--- config.mk ---
export PLATFORM = sky130hd
export DESIGN_NAME = fifo_packer_flat
export DESIGN_NICKNAME = d
export VERILOG_FILES = /design/src/rtl/packer_pkg.sv /design/src/rtl/fifo_packer_if.sv /design/src/rtl/fifo_packer.sv /design/src/flat_wrapper.sv
export SDC_FILE = /design/constraint.sdc
export NUM_CORES = 1
export LEC_CHECK = 0
export ABC_CLOCK_PERIOD_IN_PS = 2500
export BUFFER_PORTS_ARGS = -buffer_cell sky130_fd_sc_hd__buf_2
export CAP_MARGIN = 5
export CORE_MARGIN = 2
export CORE_UTILIZATION = 28
export DETAILED_ROUTE_END_ITERATION = 10
export PLACE_DENSITY_LB_ADDON = 0.2
export SLEW_MARGIN = 30
export SYNTH_ARGS = -nofsm -noshare
export SYNTH_HDL_FRONTEND = slang
export SYNTH_SLANG_ARGS = --single-unit
--- constraint.sdc ---
create_clock -name clk -period 2.5 [get_ports clk]
set_input_delay 0.25 -clock clk [delete_from_list [all_inputs] [get_ports clk]]
set_output_delay 0.25 -clock clk [all_outputs]
set_load 0.02 [all_outputs]
--- src/rtl/packer_pkg.sv ---
// packer_pkg: helpers shared by the width converters (this up-packer and a
// future down-converter).
//   lane_cnt_w(ratio) : width of a "number of populated lanes" field (0..ratio)
//   lane_idx_w(ratio) : width of a lane index (0..ratio-1), at least 1 bit
package packer_pkg;

    function automatic int lane_cnt_w(input int ratio);
        return $clog2(ratio + 1);
    endfunction

    function automatic int lane_idx_w(input int ratio);
        return (ratio > 2) ? $clog2(ratio) : 1;
    endfunction

endpackage

--- src/rtl/fifo_packer_if.sv ---
// fifo_packer_if: bundles the FWFT FIFO read port, the flush request and the
// wide-word output stream of fifo_packer.
//   r_empty/r_data/r_inc : FIFO read port (r_data valid while !r_empty)
//   flush/flush_done     : partial-word flush request and its completion pulse
//   o_valid/o_ready      : output handshake for o_data/o_lanes
// Output handshake: a word transfers on a clock edge where o_valid && o_ready;
// once o_valid is high, o_data and o_lanes hold steady until that edge, and
// o_valid never depends combinationally on o_ready.
// Modports: master = packer side, slave = FIFO/sink side.
interface fifo_packer_if #(
    parameter int IN_WIDTH = 8,
    parameter int RATIO    = 2
);
    import packer_pkg::*;

    localparam int OUT_WIDTH = IN_WIDTH * RATIO;
    localparam int LANE_W    = lane_cnt_w(RATIO);

    logic                 r_empty;
    logic [IN_WIDTH-1:0]  r_data;
    logic                 r_inc;
    logic                 flush;
    logic                 flush_done;
    logic                 o_valid;
    logic                 o_ready;
    logic [OUT_WIDTH-1:0] o_data;
    logic [LANE_W-1:0]    o_lanes;

    modport master (
        input  r_empty, r_data, flush, o_ready,
        output r_inc, flush_done, o_valid, o_data, o_lanes
    );

    modport slave (
        output r_empty, r_data, flush, o_ready,
        input  r_inc, flush_done, o_valid, o_data, o_lanes
    );

endinterface

--- src/rtl/fifo_packer.sv ---
// fifo_packer: drains a first-word-fall-through FIFO and packs RATIO narrow
// words into one wide word held in a one-entry output register.
// The first popped word lands in the lowest lane of o_data.
// Parameters: IN_WIDTH (narrow width), RATIO (>= 2 words per wide word).
// Ports:
//   clk   : clock
//   rst_n : asynchronous active-low reset
//   bus   : fifo_packer_if.master (FIFO read port, flush, output stream)
// Optional feature macro FIFO_PACKER_FLUSH_EN: enables flush of a partial
// word (o_lanes < RATIO, unused upper lanes zero). Without it flush is
// ignored and flush_done stays 0.
module fifo_packer
    import packer_pkg::*;
#(
    parameter int IN_WIDTH = 8,
    parameter int RATIO    = 2
) (
    input  logic          clk,
    input  logic          rst_n,
    fifo_packer_if.master bus
);

    localparam int OUT_WIDTH = IN_WIDTH * RATIO;
    localparam int LANE_W    = lane_cnt_w(RATIO);
    localparam int IDX_W     = lane_idx_w(RATIO);

    localparam logic [IDX_W-1:0]  LAST_LANE  = IDX_W'(RATIO - 1);
    localparam logic [LANE_W-1:0] FULL_LANES = LANE_W'(RATIO);

    logic [IDX_W-1:0]     lane_cnt;
    logic [IN_WIDTH-1:0]  acc [RATIO-1];
    logic                 valid_q;
    logic [OUT_WIDTH-1:0] data_q;
    logic [LANE_W-1:0]    lanes_q;
    logic                 flush_done_q;

    logic                 slot_free;
    logic                 last_lane;
    logic                 accept;
    logic                 flush_take;
    logic                 flush_event;
    logic [OUT_WIDTH-1:0] full_word;
    logic [OUT_WIDTH-1:0] part_word;

    assign slot_free = !valid_q || bus.o_ready;
    assign last_lane = (lane_cnt == LAST_LANE);
    // Gated with rst_n so the FIFO is never popped while held in reset.
    assign accept    = rst_n && !bus.r_empty && (!last_lane || slot_free) && !flush_take;

`ifdef FIFO_PACKER_FLUSH_EN
    // A flush is ignored in the cycle flush_done is high: the requester is
    // still holding flush then and must not trigger a second service.
    assign flush_take  = bus.flush && !flush_done_q && (lane_cnt != '0) && slot_free;
    assign flush_event = bus.flush && !flush_done_q && ((lane_cnt == '0) || slot_free);
`else
    logic unused_flush;
    assign unused_flush = bus.flush;
    assign flush_take   = 1'b0;
    assign flush_event  = 1'b0;
`endif

    // full_word: accumulator plus the incoming word in the top lane.
    // part_word: only the populated lanes; stale lanes from earlier words
    // are masked to zero.
    always_comb begin
        full_word = '0;
        part_word = '0;
        for (int i = 0; i < RATIO - 1; i++) begin
            full_word[i*IN_WIDTH +: IN_WIDTH] = acc[i];
            if (IDX_W'(i) < lane_cnt) begin
                part_word[i*IN_WIDTH +: IN_WIDTH] = acc[i];
            end
        end
        full_word[(RATIO-1)*IN_WIDTH +: IN_WIDTH] = bus.r_data;
    end

    always_ff @(posedge clk or negedge rst_n) begin
        if (!rst_n) begin
            lane_cnt     <= '0;
            for (int i = 0; i < RATIO - 1; i++) begin
                acc[i] <= '0;
            end
            valid_q      <= 1'b0;
            data_q       <= '0;
            lanes_q      <= '0;
            flush_done_q <= 1'b0;
        end else begin
            flush_done_q <= flush_event;
            if (accept && last_lane) begin
                // Replaces any word draining this cycle, so no bubble.
                data_q   <= full_word;
                lanes_q  <= FULL_LANES;
                valid_q  <= 1'b1;
                lane_cnt <= '0;
            end else if (flush_take) begin
                data_q   <= part_word;
                lanes_q  <= LANE_W'(lane_cnt);
                valid_q  <= 1'b1;
                lane_cnt <= '0;
            end else begin
                if (valid_q && bus.o_ready) begin
                    valid_q <= 1'b0;
                end
                if (accept) begin
                    for (int i = 0; i < RATIO - 1; i++) begin
                        if (lane_cnt == IDX_W'(i)) begin
                            acc[i] <= bus.r_data;
                        end
                    end
                    lane_cnt <= lane_cnt + IDX_W'(1);
                end
            end
        end
    end

    assign bus.r_inc      = accept;
    assign bus.o_valid    = valid_q;
    assign bus.o_data     = data_q;
    assign bus.o_lanes    = lanes_q;
    assign bus.flush_done = flush_done_q;

endmodule
--- src/flat_wrapper.sv ---
// flat-port wrapper written by rule: the top's interface ports become plain ports
module fifo_packer_flat import packer_pkg::*;
#(
    parameter int IN_WIDTH = 8,
    parameter int RATIO    = 2
)
  (clk, rst_n, bus_r_empty, bus_r_data, bus_flush, bus_o_ready, bus_r_inc, bus_flush_done, bus_o_valid, bus_o_data, bus_o_lanes);
  fifo_packer_if #(.IN_WIDTH(IN_WIDTH), .RATIO(RATIO)) bus_i ();
  input  logic clk;
  input  logic rst_n;
  input wire logic [$bits(bus_i.r_empty)-1:0] bus_r_empty;
  input wire logic [$bits(bus_i.r_data)-1:0] bus_r_data;
  input wire logic [$bits(bus_i.flush)-1:0] bus_flush;
  input wire logic [$bits(bus_i.o_ready)-1:0] bus_o_ready;
  output wire logic [$bits(bus_i.r_inc)-1:0] bus_r_inc;
  output wire logic [$bits(bus_i.flush_done)-1:0] bus_flush_done;
  output wire logic [$bits(bus_i.o_valid)-1:0] bus_o_valid;
  output wire logic [$bits(bus_i.o_data)-1:0] bus_o_data;
  output wire logic [$bits(bus_i.o_lanes)-1:0] bus_o_lanes;
  assign bus_i.r_empty = bus_r_empty;
  assign bus_i.r_data = bus_r_data;
  assign bus_i.flush = bus_flush;
  assign bus_i.o_ready = bus_o_ready;
  assign bus_r_inc = bus_i.r_inc;
  assign bus_flush_done = bus_i.flush_done;
  assign bus_o_valid = bus_i.o_valid;
  assign bus_o_data = bus_i.o_data;
  assign bus_o_lanes = bus_i.o_lanes;
  fifo_packer #(.IN_WIDTH(IN_WIDTH), .RATIO(RATIO)) u_core (.clk(clk), .rst_n(rst_n), .bus(bus_i));
endmodule
### Word-level counts from Yosys, hierarchy flattened

Cells that the tools add are included.

* bits in registers: 27
* input bits: 13

* bitwise operators: 2
* multiplexer cells: 4
* reductions and logical operators: 12
* add/sub/neg operators: 1

Operators with widths (number)
* $logic_and A1 B1 Y1: 4
* $mux W1: 4
* $reduce_bool A2 Y1: 2
* $logic_not A1 Y1: 3
* $reduce_and A3 Y1: 1
* $logic_or A1 B1 Y1: 2
* $not A1 Y1: 2
* $add A1 B1 Y1 const B: 1

### Longest topological paths before layout

* depth after elaboration: 7
* mapped depth: 5

### Worst setup path before layout

Ideal clock, no wire load.

* kind: register to register
* start: register u_core.valid_q (netlist: u_core.bus.o_valid)
* end: register u_core.data_q[10] (netlist: u_core.bus.o_data[10])
* stages on the path, launching flop included: 6
* arrival time: 1308 ps
* slack: 1067 ps
* library setup time: 125 ps
* period minus slack after synthesis: 1433 ps
* data required time: 2375 ps
* buffers on the path: 2
* cells stage by stage: dfrtp_1 nand2b_4 and3_1 buf_6 buf_6 mux2_4

* word-level cells in the longest chain between the ends: 5

RTL lines
* start: declaration: RTL line fifo_packer.sv:32 `logic valid_q;`
* start signal: assignment: RTL line fifo_packer.sv:83 `valid_q <= 1'b0;`
* start signal: assignment: RTL line fifo_packer.sv:93 `valid_q <= 1'b1;`
* start signal: assignment: RTL line fifo_packer.sv:98 `valid_q <= 1'b1;`
* $logic_not A1 Y1: RTL line fifo_packer.sv:45 `assign slot_free = !valid_q || bus.o_ready;`
* $logic_or A1 B1 Y1: RTL line fifo_packer.sv:45
* $logic_or A1 B1 Y1: RTL line fifo_packer.sv:48 `assign accept = rst_n && !bus.r_empty && (!last_lane || slot_free) && !flush_take;`
* $logic_and A1 B1 Y1: RTL line fifo_packer.sv:48
* $logic_and A1 B1 Y1: RTL line fifo_packer.sv:89 `if (accept && last_lane) begin`
* end signal: assignment: RTL line fifo_packer.sv:91 `data_q <= full_word;`
* end signal: assignment: RTL line fifo_packer.sv:96 `data_q <= part_word;`
* end: declaration: RTL line fifo_packer.sv:33 `logic [OUT_WIDTH-1:0] data_q;`

No other way between the ends.
A chain may end at the register's enable or synchronous reset.

### Worst setup path in the final report

* start: input rst_n
* end: register u_core.data_q[8] (netlist: u_core.bus.o_data[8])

* word-level cells in the longest chain between the ends: 3

RTL lines
* start: declaration: RTL line flat_wrapper.sv:10 `input logic rst_n;`
* $logic_and A1 B1 Y1 (2 in a row): RTL line fifo_packer.sv:48
* $logic_and A1 B1 Y1: RTL line fifo_packer.sv:89

No other way between the ends.

==> key figures <==
Detailed routing
  – Routed length per instance: 12.6 µm
  – Via count: 638
  – Final wirelength: roughly 1900 µm
  – Residual DRC count: 0
  – Drt pass-1 iters: 2
  – Top Layer Used: met3
  – Remaining antenna violation count: 0
  – Starting DRT DRC Count: 16
  – WL met2: 860 µm
  – WL met1: between 800 and 900 µm
  – Met3 wire len: 129 µm
  – Vias per cell: 4.25

Clock network
  – Max clock buf depth: 2
  – CTS tree: done
  – CTS sink count: 27
  – Clk slew on worst S/H paths: 0.09 ns
  – Worst skew pair latency: between 0.2 and 0.3 ns
  – Clock H-tree levels: 1
  – Root buffer cell: clkbuf_8
  – Total CTS buffers: 3

Floorplanning
  – Io pins: 34
  – Die height: 66.4 µm
  – Die Wd: 66.4 µm
  – Rows: 22
  – Core area: 3690 µm²
  – Starting Density: 0.295
  – Area of the die: 4410 µm²

Global route
  – GRT Total Usage: 0.0931
  – Vias in the first global route: 644
  – GRT Residual Overflow: 0
  – Initial antenna violation count: 0
  – Largest net degree at the start of global routing: 23
  – First-pass GRT wire length: 3050 µm

Yosys
  – Area leader, netlist: dfrtp_1
  – Post-Syn Area: 1090 µm²
  – Synth area leaders: dfrtp_1 (62%), mux2_2 (17%), mux2_4 (11%)
  – Seq cells post-synth: 27
  – Synthesized instance count: 68
  – Register area share after synthesis: 0.620
  – Yosys warnings: 0
  – Area share of the largest cell type after synthesis: 0.620
  – Number of distinct library cells after synthesis: 16
  – Post-synthesis average cell area: 16.0 µm²

Finish
  – Area of the multi-input gates: 377 µm²
  – Fillers: around 370
  – Area growth syn-to-layout: 22.7%
  – Antenna diode count: 0
  – Final instance area: 1340 µm²
  – Final layout net count: 116
  – Sequential Area: 676 µm²
  – Share of cells above drive strength 1: 0.627

Place
  – Post-DP Area: 1280 µm²
  – RePlAce Congestion: 0.674
  – Pre-CTS setup slack: ~0.87 ns
  – Hpwl dp: 1360 µm
  – I/O Buffers: 30

Job
  – Max-cap viol count: 0

Pwr
  – Worst VDD drop: 0.437 mV
  – P_leak: 0.638 nW
  – Power per cell area: 1090 nW/µm²

Timing
  – Slew headroom: 0.659
  – Sum of negative setup slack: 0 ns
  – Clk_skew: 0.00508 ns
  – Final hold violation count: 0
  – Fin crit share: 0.741
  – Worst setup margin: 0.647 ns
  – Slew @ Worst Pin: a little over 0.5 ns
  – RSZ-0062 raised after global routing: false
  – Final Max Slew Viols: 0
  – Final setup viols: 0
  – Min Tclk post-route: 1.85 ns
  – Max Fclk: 0.540 GHz

Setup path
  – R2R Setup Slk: 1.07 ns
  – Arr. time, crit path: 2.01 ns
  – Worst-path fanout max: 18
  – Worst-path cell chain: dlygate4sd3_1, buf_2, nor2b_2, and3_1, buf_4, mux2_2
  – Critical R2R Capture: u_core.bus.o_data[8]$_DFFE_PN0P_
  – Cells on worst reg2reg path: 4
  – Worst Path Class, Setup: in2reg
  – Worst r2r src: u_core.bus.o_valid$_DFFE_PN0P_
  – Startpoint types: input port
  – Crit. End Element: register
  – CP max stage cell: dlygate4sd3_1
  – CP required: 2.66 ns
  – Slowest Stage Delay on Critical Path: 0.52 ns

Hold path
  – Hold depth: 2
  – Hold Crit Class: in2reg
  – Min-delay src: bus_r_data[6]
  – Hold endpoint: u_core.bus.o_data[14]$_DFFE_PN0P_

Outcome
  – Status: complete, no violations
[worst max path at each step]
stage | startpoint | end | slack, ns | depth (start not counted)
4_1_cts | rst_n | u_core.bus.o_data[8]$_DFFE_PN0P_ | 0.64 | 6
5_1_grt | rst_n | u_core.bus.o_data[2]$_DFFE_PN0P_ | 0.56 | 6
6_report | rst_n | u_core.bus.o_data[8]$_DFFE_PN0P_ | 0.65 | 6
2_1_floorplan | u_core.bus.o_valid$_DFFE_PN0P_ | u_core.bus.o_data[10]$_DFFE_PN0P_ | 1.07 | 5
3_3_place_gp | rst_n | u_core.bus.o_data[6]$_DFFE_PN0P_ | 0.92 | 5
3_5_place_dp | rst_n | u_core.bus.o_data[8]$_DFFE_PN0P_ | 0.87 | 5
[power breakdown]
group,switching [mW],total [mW],internal [mW]
combinational,0.264,0.517,0.253
sequential,0.0871,0.692,0.605
clock,0.131,0.243,0.112
[cell usage in the layout, fill, tap and decap left out, drive strengths merged, types with 2 or more instances in the layout]
master	count
buf	32
dfrtp	27
mux2	24
clkbuf	3
nor2	3
nand2	2
conb	2
nand2b	2
[flip-flops by register name (all words and copies together), names as in the netlist]
register	count
u_core.lane_cnt	1
u_core.bus.o_valid	1
u_core.bus.o_data	16
u_core.bus.o_lanes	1
u_core.acc	8
[synth_stat cells, drive strengths merged]
library cell	number
nand2b	2
mux2	24
or2	1
and3	1
dfrtp	27
a31oi	1
inv	1
buf	4
conb	1
nor2b	1
nand2	2
nor2	3
[area by class of cell]
cell class / count / share of cell area
Clock buffer: 3 / 0.0309
Clock inverter: 1 / 0.00374
Timing Repair Buffer: 33 / 0.131
Inverter: 1 / 0.00281
Tap cell: 48 / 0.0449
Multi-Input combinational cell: 37 / 0.282
Sequential cell: 27 / 0.505
[metrics by stage]
stage | power, mW | util | cells | hold slack (ns)
final | 1.45 | 0.363 | 150 | 0.219
after global placement | 1.21 | 0.347 | 145 | 0.0920
after floorplan | 1.05 | - | 69 | -0.0456
after global routing | 1.55 | 0.363 | 150 | 0.206
after detailed placement | 1.23 | 0.347 | 145 | 0.0990
after CTS | 1.48 | 0.363 | 150 | 0.210
[critical path: cells and delay by family]
family                 cells  cell delay, ns
multiplexers               1            0.37
AND/OR/NAND/NOR            2            0.38
buffers and inverters      3            1.00
[what timing repair did]
action,in CTS,in global routing
resized for setup,0,0
hold buffers,1,0
hold endpoints to repair,5,0
buffers inserted,0,0
[kinds of logic (layout without fill, tap and decap cells)]
family	Yosys count	in the layout	synth area share
flops	27	27	0.620
simple gates	10	10	0.0574
compound gates	1	1	0.00574
buf+inv	5	38	0.0379
mux	24	24	0.276
other cells	1	2	0.00344
[routing by layer]
metal	track usage	up-vias
met4	0.0230	0
li1	-	294
met2	0.144	26
met3	0.0341	0
met1	0.123	318
met5	0	-
Note: power is estimated with default switching activity, not from simulation.
